File: src/rtl/fifo_unpack_if.sv
// Bus between the readout FIFO read side, the unpacker and the packet consumer.
// The unpacker drives through the master modport; the FIFO/consumer side uses slave.
interface fifo_unpack_if #(
    parameter int ERRW = 16
) ();
    logic [7:0]      fifo_data;
    logic            fifo_empty;
    logic            fifo_rd;
    logic            trig_valid;
    logic [17:0]     trig_num;
    logic [35:0]     trig_time;
    logic            cycle_valid;
    logic [17:0]     cycle_num;
    logic [ERRW-1:0] err_cnt;

    modport master (
        input  fifo_data,
        input  fifo_empty,
        output fifo_rd,
        output trig_valid,
        output trig_num,
        output trig_time,
        output cycle_valid,
        output cycle_num,
        output err_cnt
    );

    modport slave (
        output fifo_data,
        output fifo_empty,
        input  fifo_rd,
        input  trig_valid,
        input  trig_num,
        input  trig_time,
        input  cycle_valid,
        input  cycle_num,
        input  err_cnt
    );
endinterface

File: src/rtl/fifo_unpack.sv
// Reassembles drift-board trigger/cycle packets from the readout FIFO byte stream.
// Header bytes: 0xFF trigger, 0xBF cycle; payload bytes carry 6 bits, LSB chunk first.
// The interface ERRW must match this module's ERRW.
module fifo_unpack #(
    parameter int TIMEOUT = 1024,
    parameter int ERRW    = 16
) (
    input  logic          clk,
    input  logic          rst_n,
    fifo_unpack_if.master bus
);
    // Stall counter only has to count up to TIMEOUT-1; the abort fires on the next stall.
    localparam int SW = (TIMEOUT > 1) ? $clog2(TIMEOUT) : 1;
    localparam logic [SW-1:0] STALL_LAST = (TIMEOUT > 0) ? SW'(TIMEOUT - 1) : '0;

    typedef enum logic [1:0] {
        IDLE = 2'd0,
        TRIG = 2'd1,
        CYC  = 2'd2
    } state_t;

    state_t          state_reg;
    logic [3:0]      idx_reg;
    logic            fifo_rd_reg;
    logic            byte_vld_reg;
    logic [SW-1:0]   stall_reg;
    logic            trig_valid_reg;
    logic            cycle_valid_reg;
    logic [17:0]     trig_num_reg;
    logic [35:0]     trig_time_reg;
    logic [17:0]     cycle_num_reg;
    logic [ERRW-1:0] err_cnt_reg;

    // Shadow slots for all but the last chunk; the last chunk comes straight off fifo_data.
    logic [5:0]      trig_sh [0:7];
    logic [5:0]      cyc_sh  [0:1];
    logic [53:0]     trig_cat;
    logic [17:0]     cyc_cat;

    logic            is_th;
    logic            is_ch;
    logic            is_pay;
    logic [5:0]      payload;

    function automatic logic [ERRW-1:0] sat_inc(input logic [ERRW-1:0] v);
        return (&v) ? v : v + 1'b1;
    endfunction

    // Classify the byte currently on fifo_data.
    always_comb begin
        payload = bus.fifo_data[5:0];
        is_th   = (bus.fifo_data == 8'hFF);
        is_ch   = (bus.fifo_data == 8'hBF);
        is_pay  = (bus.fifo_data[7:6] == 2'b00);
    end

    genvar gi;
    generate
        for (gi = 0; gi < 8; gi++) begin : g_trig_cat
            assign trig_cat[6*gi +: 6] = trig_sh[gi];
        end
        for (gi = 0; gi < 2; gi++) begin : g_cyc_cat
            assign cyc_cat[6*gi +: 6] = cyc_sh[gi];
        end
    endgenerate
    assign trig_cat[53:48] = payload;
    assign cyc_cat[17:12]  = payload;

    // Read pipeline, packet FSM, timeout and error counting with registered outputs.
    always_ff @(posedge clk) begin
        if (!rst_n) begin
            state_reg       <= IDLE;
            idx_reg         <= '0;
            fifo_rd_reg     <= 1'b0;
            byte_vld_reg    <= 1'b0;
            stall_reg       <= '0;
            trig_valid_reg  <= 1'b0;
            cycle_valid_reg <= 1'b0;
            trig_num_reg    <= '0;
            trig_time_reg   <= '0;
            cycle_num_reg   <= '0;
            err_cnt_reg     <= '0;
        end else begin
            fifo_rd_reg     <= !bus.fifo_empty;
            byte_vld_reg    <= fifo_rd_reg;
            trig_valid_reg  <= 1'b0;
            cycle_valid_reg <= 1'b0;

            if (byte_vld_reg) begin
                stall_reg <= '0;
                if (is_th || is_ch) begin
                    // A header inside a packet abandons it and starts over.
                    if (state_reg != IDLE)
                        err_cnt_reg <= sat_inc(err_cnt_reg);
                    state_reg <= is_th ? TRIG : CYC;
                    idx_reg   <= '0;
                end else if (is_pay) begin
                    case (state_reg)
                        TRIG: begin
                            if (idx_reg == 4'd8) begin
                                trig_valid_reg <= 1'b1;
                                trig_num_reg   <= trig_cat[17:0];
                                trig_time_reg  <= trig_cat[53:18];
                                state_reg      <= IDLE;
                            end else begin
                                trig_sh[idx_reg[2:0]] <= payload;
                                idx_reg               <= idx_reg + 4'd1;
                            end
                        end
                        CYC: begin
                            if (idx_reg == 4'd2) begin
                                cycle_valid_reg <= 1'b1;
                                cycle_num_reg   <= cyc_cat;
                                state_reg       <= IDLE;
                            end else begin
                                cyc_sh[idx_reg[0]] <= payload;
                                idx_reg            <= idx_reg + 4'd1;
                            end
                        end
                        default: begin
                            err_cnt_reg <= sat_inc(err_cnt_reg);
                            state_reg   <= IDLE;
                        end
                    endcase
                end else begin
                    err_cnt_reg <= sat_inc(err_cnt_reg);
                    state_reg   <= IDLE;
                end
            end else if (state_reg == IDLE) begin
                stall_reg <= '0;
            end else if (TIMEOUT != 0) begin
                if (stall_reg == STALL_LAST) begin
                    err_cnt_reg <= sat_inc(err_cnt_reg);
                    state_reg   <= IDLE;
                    stall_reg   <= '0;
                end else begin
                    stall_reg <= stall_reg + 1'b1;
                end
            end
        end
    end

    assign bus.fifo_rd     = fifo_rd_reg;
    assign bus.trig_valid  = trig_valid_reg;
    assign bus.trig_num    = trig_num_reg;
    assign bus.trig_time   = trig_time_reg;
    assign bus.cycle_valid = cycle_valid_reg;
    assign bus.cycle_num   = cycle_num_reg;
    assign bus.err_cnt     = err_cnt_reg;
endmodule

File: src/flat_wrapper.sv
// flat-port wrapper written by rule: the top's interface ports become plain ports
module fifo_unpack_flat 
#(
    parameter int TIMEOUT = 1024,
    parameter int ERRW    = 16
)
  (clk, rst_n, bus_fifo_data, bus_fifo_empty, bus_fifo_rd, bus_trig_valid, bus_trig_num, bus_trig_time, bus_cycle_valid, bus_cycle_num, bus_err_cnt);
  fifo_unpack_if #(.ERRW(ERRW)) bus_i ();
  input  logic clk;
  input  logic rst_n;
  input wire logic [$bits(bus_i.fifo_data)-1:0] bus_fifo_data;
  input wire logic [$bits(bus_i.fifo_empty)-1:0] bus_fifo_empty;
  output wire logic [$bits(bus_i.fifo_rd)-1:0] bus_fifo_rd;
  output wire logic [$bits(bus_i.trig_valid)-1:0] bus_trig_valid;
  output wire logic [$bits(bus_i.trig_num)-1:0] bus_trig_num;
  output wire logic [$bits(bus_i.trig_time)-1:0] bus_trig_time;
  output wire logic [$bits(bus_i.cycle_valid)-1:0] bus_cycle_valid;
  output wire logic [$bits(bus_i.cycle_num)-1:0] bus_cycle_num;
  output wire logic [$bits(bus_i.err_cnt)-1:0] bus_err_cnt;
  assign bus_i.fifo_data = bus_fifo_data;
  assign bus_i.fifo_empty = bus_fifo_empty;
  assign bus_fifo_rd = bus_i.fifo_rd;
  assign bus_trig_valid = bus_i.trig_valid;
  assign bus_trig_num = bus_i.trig_num;
  assign bus_trig_time = bus_i.trig_time;
  assign bus_cycle_valid = bus_i.cycle_valid;
  assign bus_cycle_num = bus_i.cycle_num;
  assign bus_err_cnt = bus_i.err_cnt;
  fifo_unpack #(.TIMEOUT(TIMEOUT), .ERRW(ERRW)) u_core (.clk(clk), .rst_n(rst_n), .bus(bus_i));
endmodule
File: config.mk
export PLATFORM = sky130hd
export DESIGN_NAME = fifo_unpack_flat
export DESIGN_NICKNAME = d
export VERILOG_FILES = /design/src/rtl/fifo_unpack_if.sv /design/src/rtl/fifo_unpack.sv /design/src/flat_wrapper.sv
export SDC_FILE = /design/constraint.sdc
export NUM_CORES = 1
export LEC_CHECK = 0
export CAP_MARGIN = 20
export CORE_MARGIN = 2
export CORE_UTILIZATION = 45
export CTS_CLUSTER_SIZE = 40
export DETAILED_ROUTE_END_ITERATION = 6
export PLACE_DENSITY = 0.69
export SLEW_MARGIN = 20
export SYNTH_ARGS = -nofsm -noshare
export SYNTH_HDL_FRONTEND = slang
export SYNTH_SLANG_ARGS = --single-unit
File: constraint.sdc
create_clock -name clk -period 3.2 [get_ports clk]
set_input_delay 0.48 -clock clk [delete_from_list [all_inputs] [get_ports clk]]
set_output_delay 0.48 -clock clk [all_outputs]
set_load 0.01 [all_outputs]
### After elaboration in Yosys (flattened, before gate mapping)

Memory sizes are Yosys's and may differ from the RTL's. A register that Yosys moved wholly into a read port is not among the register bits.
Cells that the tools add are included.

* flip-flop bits (word level): 90
* latch bits: 0
* bits in writable memories: 60
* bits in read-only memories: 0
* input bits: 11
* logic and storage cells: 101
* memories: 2

Memories
* u_core.trig_sh: depth 8, width 6, read ports 8, clocked after memory_dff 8, write ports 1, RTL line fifo_unpack.sv:35 `logic [5:0] trig_sh [0:7];`
* u_core.cyc_sh: depth 2, width 6, read ports 2, clocked after memory_dff 2, write ports 1, RTL line fifo_unpack.sv:36 `logic [5:0] cyc_sh [0:1];`

* add/subtract/negate cells: 3
* $mul: 0
* div/mod/pow operators: 0
* $lt $le $gt $ge: 0
* eq/ne operators: 14
* shift operators: 0
* multiplexer cells: 38
* bitwise gates (word level): 6
* reduce and logical (&&, ||, !) cells: 28

Operator list (count)
* $mux 16: 8
* $add 16x1->16 const B: 1
* $eq 8x8->1 const B: 2
* $mux 1: 16
* $mux 2: 8
* $mux 4: 4
* $reduce_and 16->1: 1
* $reduce_and 5->1: 3
* $logic_not 1->1: 11
* $add 10x1->10 const B: 1
* $eq 10x10->1 const B: 1
* $ne 5x5->1 const B: 2
* $reduce_or 5->1: 2
* $pmux 4 s2: 1
* $reduce_and 4->1: 2
* $ne 3x2->1 const B: 2
* $not 1->1: 6
* $reduce_bool 2->1: 3
* $add 4x1->4 const B: 1
* $eq 4x2->1 const B: 1
* $eq 4x4->1 const B: 1
* $logic_not 2->1: 2
* $ne 4x4->1 const B: 1
* $pmux 2 s2: 1
* 8 further kinds: 8

### Logic depth before layout (Yosys ltp)

* depth after elaboration: 8
* depth in mapped cells: 9
* depth with buffers taken out: 7

### Worst setup path before layout

No wires, ideal clock.

* path type: input -> register
* start: input bus_fifo_data[7]
* end: memory u_core.trig_sh[0][0] (enable)
* setup time: 0.377 ns
* data arrival time: 1.917 ns
* setup slack: 0.906 ns
* stages on the path: 4
* cells stage by stage: nor3b_1 > nand2_1 > or3_1 > nor3_1

* longest elaborated chain between the ends: 6
* elaborated cells on any way between the ends: 9
* those cells by class: eq/ne: 2; mux: 5; reduce/logical: 2

Ends and longest elaborated chain
* start, declared: RTL line flat_wrapper.sv:11 `input wire logic [$bits(bus_i.fifo_data)-1:0] bus_fifo_data;`
* $eq 8x8->1, or another cell as far along: RTL line fifo_unpack.sv:52 `is_th = (bus.fifo_data == 8'hFF);`
* $logic_or 1x1->1 or $mux 1 (tied branches): RTL line fifo_unpack.sv:91, fifo_unpack.sv:97
* $mux 1 *: RTL line fifo_unpack.sv:91 `if (is_th || is_ch) begin`
* $mux 1 *: RTL line fifo_unpack.sv:89 `if (byte_vld_reg) begin`
* $mux 1 *: RTL line fifo_unpack.sv:71 `if (!rst_n) begin`
* $mux 1 (implied by the code) *: RTL line fifo_unpack.sv:106 `trig_sh[idx_reg[2:0]] <= payload;`
* end, declared: RTL line fifo_unpack.sv:35

Every way passes the cells marked *; elsewhere a longest branch is shown, timed or not.

### Worst setup path in the final report

* start: input bus_fifo_data[7]
* end: register u_core.err_cnt_reg[15] (netlist: u_core.bus.err_cnt[15])

* longest elaborated chain between the ends: 4
* elaborated cells on any way between the ends: 10
* those cells by class: eq/ne: 4; mux: 3; reduce/logical: 3

Ends and longest elaborated chain
* $eq 8x8->1, or another cell as far along: RTL line fifo_unpack.sv:52
* $logic_or 1x1->1 or $mux 16 (tied branches): RTL line fifo_unpack.sv:91, fifo_unpack.sv:97
* $ne 4x4->1 (no source line), or another cell as far along
* $reduce_and 4->1 (no source line) or $mux 16 (tied branches)
* end signal, assigned: RTL line fifo_unpack.sv:94 `err_cnt_reg <= sat_inc(err_cnt_reg);`
* end signal, assigned: RTL line fifo_unpack.sv:121 `err_cnt_reg <= sat_inc(err_cnt_reg);`
* end signal, assigned: RTL line fifo_unpack.sv:126 `err_cnt_reg <= sat_inc(err_cnt_reg);`
* end, declared: RTL line fifo_unpack.sv:32 `logic [ERRW-1:0] err_cnt_reg;`

Several ways; a longest one is shown, not always the timed one.
A chain may end at the register's enable or synchronous reset.

==> summary.md <==
| Metric | Value |
|---|---|
| Worst Setup End Kind | `flip-flop` |
| Top-count cell post-synth | `nand2_1` |
| Max_slew headroom | `61.90%` |
| Num Clock Sinks | `168` |
| Final Cycle Share | `73.19%` |
| Post-synthesis sequential area ratio | `65.21%` |
| Post-Place Cells | `865` |
| CTS Buf Count | `17` |
| Pin count of the biggest net entering global routing | `56` |
| Initial antenna violation count | `0` |
| Startpoint types | `primary input` |
| Fillers | `1131` |
| Clock transition at the registers of the reported paths | `0.06 ns` |
| Largest register FFs | `48` |
| RSZ-0062 raised after global routing | `false` |
| Routed WL per cell | `15.49 um` |
| Skew final | `0.007116 ns` |
| Die ar. | `0.01445 mm^2` |
| GRT Total Usage | `20.16%` |
| Post-synthesis cell area | `0.006078 mm^2` |
| Worst slew pin tran | `0.5716 ns` |
| WL final | `13.89 mm` |
| ANT nets after route | `0` |
| EDFF count, synth | `60` |
| Endpoints failing hold | `0` |
| Post-Syn Nets | `616` |
| CP arrival | `2.69 ns` |
| # DRC | `0` |
| Leakage | `2.554 nW` |
| 1st-iter DRT viols | `394` |
| Synth top cells by count | `162 x nand2_1, 108 x dfxtp_1, 91 x a21oi_1` |
| Sum Neg Setup Slack | `0 ns` |
| Io pins | `102` |
| Final setup fails | `0` |
| Synth Warn # | `0` |
| Die Ht | `120.2 um` |
| Port Buffer Count | `101` |
| Maximum clock frequency | `427.0 MHz` |
| Via Count | `4554` |
| Effective utilization at floorplan | `45.90%` |
| Mapped Avg Cell Area | `10.18 um^2` |
| Worst path required time | `3.55 ns` |
| Clock latency on the worst-skew pair | `0.42 ns` |
| Pre-antenna DRT Iters | `4` |
| Antenna diodes | `0` |
| Top cells by area, synth | `dfxtp_1 36%, edfxtp_1 30%, nand2_1 10%` |
| Grt ovf | `0` |
| Worst VDD drop | `0.4327 mV` |
| Pwr/cell area | `530.0 mW/mm^2` |
| Finished Layout Cells | `897` |
| Clock Root Buffer | `clkbuf_16` |
| Number of max-cap violations | `0` |
| Share of post-route cells with drive strength above 1 | `8.322%` |
| CTS tree | `yes` |
| Dominant synthesized flop cell | `dfxtp_1` |
| Post-CTS sizing | `0` |
| Core area | `0.01324 mm^2` |
| Status | `completed` |
| Cell variety after synth | `40` |
| Vias in the first global route | `4421` |
| Crit Path Class | `in2reg` |
| Max-slew violations | `0` |
| # rows | `42` |
| Crit-path max FO | `22` |
| Top cell type's share of synthesized area | `35.57%` |
| RePlAce Congestion | `0.8715` |
| Nets | `727` |
| Setup Buffers After CTS | `0` |
| Hold_buf cts | `0` |
| Fin crit period | `2.342 ns` |
| Synth async-reset ratio | `0%` |
| First-pass GRT wire length | `22.23 mm` |
| H-tree levels | `4` |
| DIE WIDTH | `120.2 um` |
| Max Root-Sink Buffers | `2` |
| Area delta synth->final | `30.65%` |
| Yosys top cell by area | `dfxtp_1` |
| Hold WC Path Type | `reg2reg` |
| Final HPWL DP | `9.257 mm` |
| Vias/cell | `5.077` |
| Post-Synthesis Cells | `597` |
| #FFs+latches synth | `168` |
[stage by stage]
stage	instance area (um^2)	util, %	hold WS, ns	power (mW)	worst slack, ns
after detailed placement	7387	55.78	0.4381	2.342	0.4585
after global routing	7941	59.97	0.4764	4.341	0.8136
final	7941	59.97	0.4465	4.209	0.8578
after floorplan	6078	-	0.4176	2.287	0.9064
after CTS	7941	59.97	0.4523	4.253	0.9058
after global placement	7387	55.78	0.4290	2.342	0.5392
[routing by layer]
layer | track usage [%] | part of all wire (%) | vias up
li1 | - | - | 2277
met1 | 25.69 | 43 | 2130
met2 | 32.99 | 48 | 135
met3 | 6.509 | 7.5 | 12
met4 | 5.959 | 1.0 | 0
met5 | 0 | 0 | -
[cell usage in the layout (no fill, tap or decap), drive strengths merged, types with 2 or more instances in the layout]
cell	n
a211o	2
clkinv	4
or3	8
and4	4
and3	2
a21oi	91
ha	8
clkdlybuf4s50	101
edfxtp	60
nand2	162
xor2	6
nand3	14
or4	6
nand3b	2
nand4	8
buf	22
and2	2
xnor2	4
nor3	5
clkinvlp	4
o21ai	9
clkbuf	19
nor2	30
nand2b	2
dfxtp	108
o31ai	7
inv	16
[power by group]
group / internal (mW) / leakage (nW) / switching [mW]
Sequential: 2.21 / 1.41 / 0.00308
Combinational: 0.0274 / 0.883 / 0.0541
Clock: 1.08 / 0.262 / 0.836
Total: 3.32 / 2.55 / 0.893
[worst max-delay path: stages]
cell and delay, ns:
clkdlybuf4s50_1 0.61, nor3b_1 0.11, buf_4 0.17, o2bb2ai_1 0.15, a211o_2 0.47, or4_1 0.54
a21oi_1 0.15
[kinds of logic after synthesis]
| kind of cell | after synthesis | share of synthesized area [%] |
|---|---|---|
| and+or+nand+nor | 252 | 18.40 |
| DFF | 168 | 65.21 |
| AOI/OAI and AO/OA | 115 | 10.33 |
| buffers and inverters | 43 | 2.799 |
| xor gates and xnor gates | 10 | 1.441 |
| adders and majority gates | 8 | 1.647 |
| muxes | 1 | 0.1647 |
[layout make-up]
class	instances	area, um^2	share of cell area (%)
Multi-Input combinational cell	386	1957	24.64
Clock buffer	19	432.9	5.451
Sequential cell	168	3964	49.91
Tap cell	176	220.2	2.773
Inverter	12	45.04	0.5672
Clock inverter	13	121.4	1.528
Timing Repair Buffer	123	1201	15.13
[path summary, 6_finish.rpt]
| check | startpoint | endpoint | slack, ns | cells after the start |
|---|---|---|---|---|
| setup / recovery | bus_fifo_data[7] | u_core.bus.err_cnt[15]$_SDFFE_PN0P_ | 0.86 | 7 |
| hold / removal | u_core.stall_reg[0]$_SDFF_PP0_ | u_core.stall_reg[0]$_SDFF_PP0_ | 0.45 | 1 |
| setup reg to reg | u_core.stall_reg[0]$_SDFF_PP0_ | u_core.bus.err_cnt[14]$_SDFFE_PN0P_ | 0.96 | 6 |
| hold reg to reg | u_core.stall_reg[0]$_SDFF_PP0_ | u_core.stall_reg[0]$_SDFF_PP0_ | 0.45 | 1 |
Note: power is estimated with default switching activity, not from simulation.
==> RTL edit (same settings) <==
Re-encode `state_t` (3 states) as one-hot, 3 bits wide.
--- a/src/rtl/fifo_unpack.sv
+++ b/src/rtl/fifo_unpack.sv
@@ -14,8 +14,8 @@
     localparam logic [SW-1:0] STALL_LAST = (TIMEOUT > 0) ? SW'(TIMEOUT - 1) : '0;
 
-    typedef enum logic [1:0] {
-        IDLE = 2'd0,
-        TRIG = 2'd1,
-        CYC  = 2'd2
+    typedef enum logic [2:0] {
+        IDLE = 3'b001,
+        TRIG = 3'b010,
+        CYC  = 3'b100
     } state_t;
 
Check against the original RTL: no difference found for any inputs over 4 cycles, from zero or initial values and one cycle with rst_n low; so few cycles prove little.
==> RTL edit against the unedited design <==
Setup slack better by 23 ps. Global-route usage shrank 0.41 points. Register-to-register slack worse by 80 ps. Synthesized area grew 2.0%. Final area rose by 1.7%. Sequential cell count rose by 1. Total power grew 5.3%. Wire length down 1.6%. Critical path type is now reg2reg. First-iteration DRC count increased by 4.8%. Maximum frequency rose by 1.0%. Die area rose by 2.0%.
==> RTL edit: results (changes against the unedited design) <==
status: "finished clean"  # unchanged
final_nets: 735  # was 727
use_met3_pct: 4.652  # was 6.509%
yosys-top-cells-count: "nand2_1 (167), dfxtp_1 (109), a21oi_1 (93)"  # was nand2_1 (162), dfxtp_1 (108), a21oi_1 (91)
rr_startpoint: "u_core.idx_reg[1]"  # was u_core.stall_reg[0]
power_leakage_nw: 2.584  # was 2.554 nW
wl_met2_um: 6447  # was 6699 um
vias: 4737  # was 4,554
final_util_pct: 60.50  # was 59.97%
switching_share_pct: 18.89  # was 21.21%
muxShareOfSynthArea_pct: 0.1614  # was 0.1647%
gp_congestion: 0.8258  # was 0.8715
synth_compound_area_share_pct: 11.30  # was 10.33%
met1_length_um: 6272  # was 6005 um
crit_fanout: 18  # was 22
grt_use_met1_pct: 25.98  # was 25.69%
synth-xor-area-share_pct: 0.8473  # was 1.441%
synthTopCellsByArea: "dfxtp_1 (35%), edfxtp_1 (29%), nand2_1 (10%), a21oi_1 (7.5%), nor2_1 (1.6%)"  # was dfxtp_1 (36%), edfxtp_1 (30%), nand2_1 (10%), a21oi_1 (7.5%), nor2_1 (1.9%)
wl_per_cell_um: 15.06  # was 15.49 um
hold_path_startpoint: "u_core.bus.trig_time[20]"  # was u_core.stall_reg[0]
finalClockSkew_ps: 10.50  # was 7.116 ps
hold_end: "u_core.bus.trig_time[20]"  # was u_core.stall_reg[0]
holdWs_ps: 453.2  # was 446.5 ps
post-place-ws_ps: 524.2  # was 458.5 ps
dr_wl_met3_um: 714  # was 1045 um
track_usage_pct: 19.75  # was 20.16%
vdd_ir_drop_max_mv: 0.4585  # was 0.4327 mV
synth_cells: 611  # was 597
max_slew.worst_pin.slew_ps: 644.5  # was 571.6 ps
synth_adder_area_share_pct: 1.009  # was 1.647%
drtIter0Drc: 413  # was 394
grt_pass1_wl_um: 22610  # was 22,230 um
synth.net_count: 627  # was 616
holdPathStages: 2  # was 1
worstReg2RegEnd: "u_core.bus.cycle_num[2]"  # was u_core.bus.err_cnt[14]
fillCellCount: 1114  # was 1,131
placedCellCount: 876  # was 865
worstPathArrival_ps: 2660  # was 2690 ps
met2_usage_pct: 31.32  # was 32.99%
seq_area_frac_synth_pct: 64.23  # was 65.21%
regToRegSetupSlack_ps: 880  # was 960 ps
synth_cell_types: 45  # was 40
RTL edit: how the worst max path moves through the flow:
| stage | slack [ps] | start | depth (start not counted) | to |
|---|---|---|---|---|
| 3_3_place_gp | 590 | bus_fifo_data[6] | 6 | u_core.trig_sh[6][5] |
| 6_report | 880 | u_core.idx_reg[1] | 6 | u_core.bus.cycle_num[2] |
| 4_1_cts | 870 | u_core.idx_reg[1] | 6 | u_core.bus.cycle_num[2] |
| 2_1_floorplan | 1180 | bus_fifo_data[7] | 5 | u_core.trig_sh[1][0] |
| 5_1_grt | 670 | u_core.stall_reg[0] | 6 | u_core.bus.err_cnt[11] |
| 3_5_place_dp | 520 | bus_fifo_data[6] | 6 | u_core.trig_sh[4][3] |
RTL edit: power groups by stage:
stage | Clock, mW | Combinational [mW] | Sequential, mW
global route | 2.27 | 0.0855 | 2.22
floorplan | 0 | 0.0271 | 2.27
CTS | 2.16 | 0.0806 | 2.23
global placement | 0 | 0.0798 | 2.27
detailed placement | 0 | 0.0803 | 2.27
finish | 2.13 | 0.0802 | 2.23
RTL edit: cell type report:
cell class | count | area (um^2) | area share (%)
clock inverters | 5 | 107.6 | 1.333
multi-input cells | 406 | 2071 | 25.64
flip-flops and latches | 169 | 3984 | 49.33
repair buffers | 118 | 1151 | 14.25
clock buffers | 27 | 515.5 | 6.384
well taps | 176 | 220.2 | 2.727
inverters | 7 | 26.28 | 0.3254
RTL edit: critical path: stages, from the launching register on:
cell and delay, ps:
dfxtp_1 510, ha_1 200, or3b_2 480, nor2b_2 190, and2_1 550, nand2_1 140
a21oi_1 170
RTL edit: cell families after synthesis:
group                    count (synthesis)
multiplexers                             1
buffers and inverters                   36
AND/OR/NAND/NOR                        267
adder cells (fa/ha/maj)                  5
XOR/XNOR                                 6
flip-flops                             169
AO/OA/AOI/OAI                          127
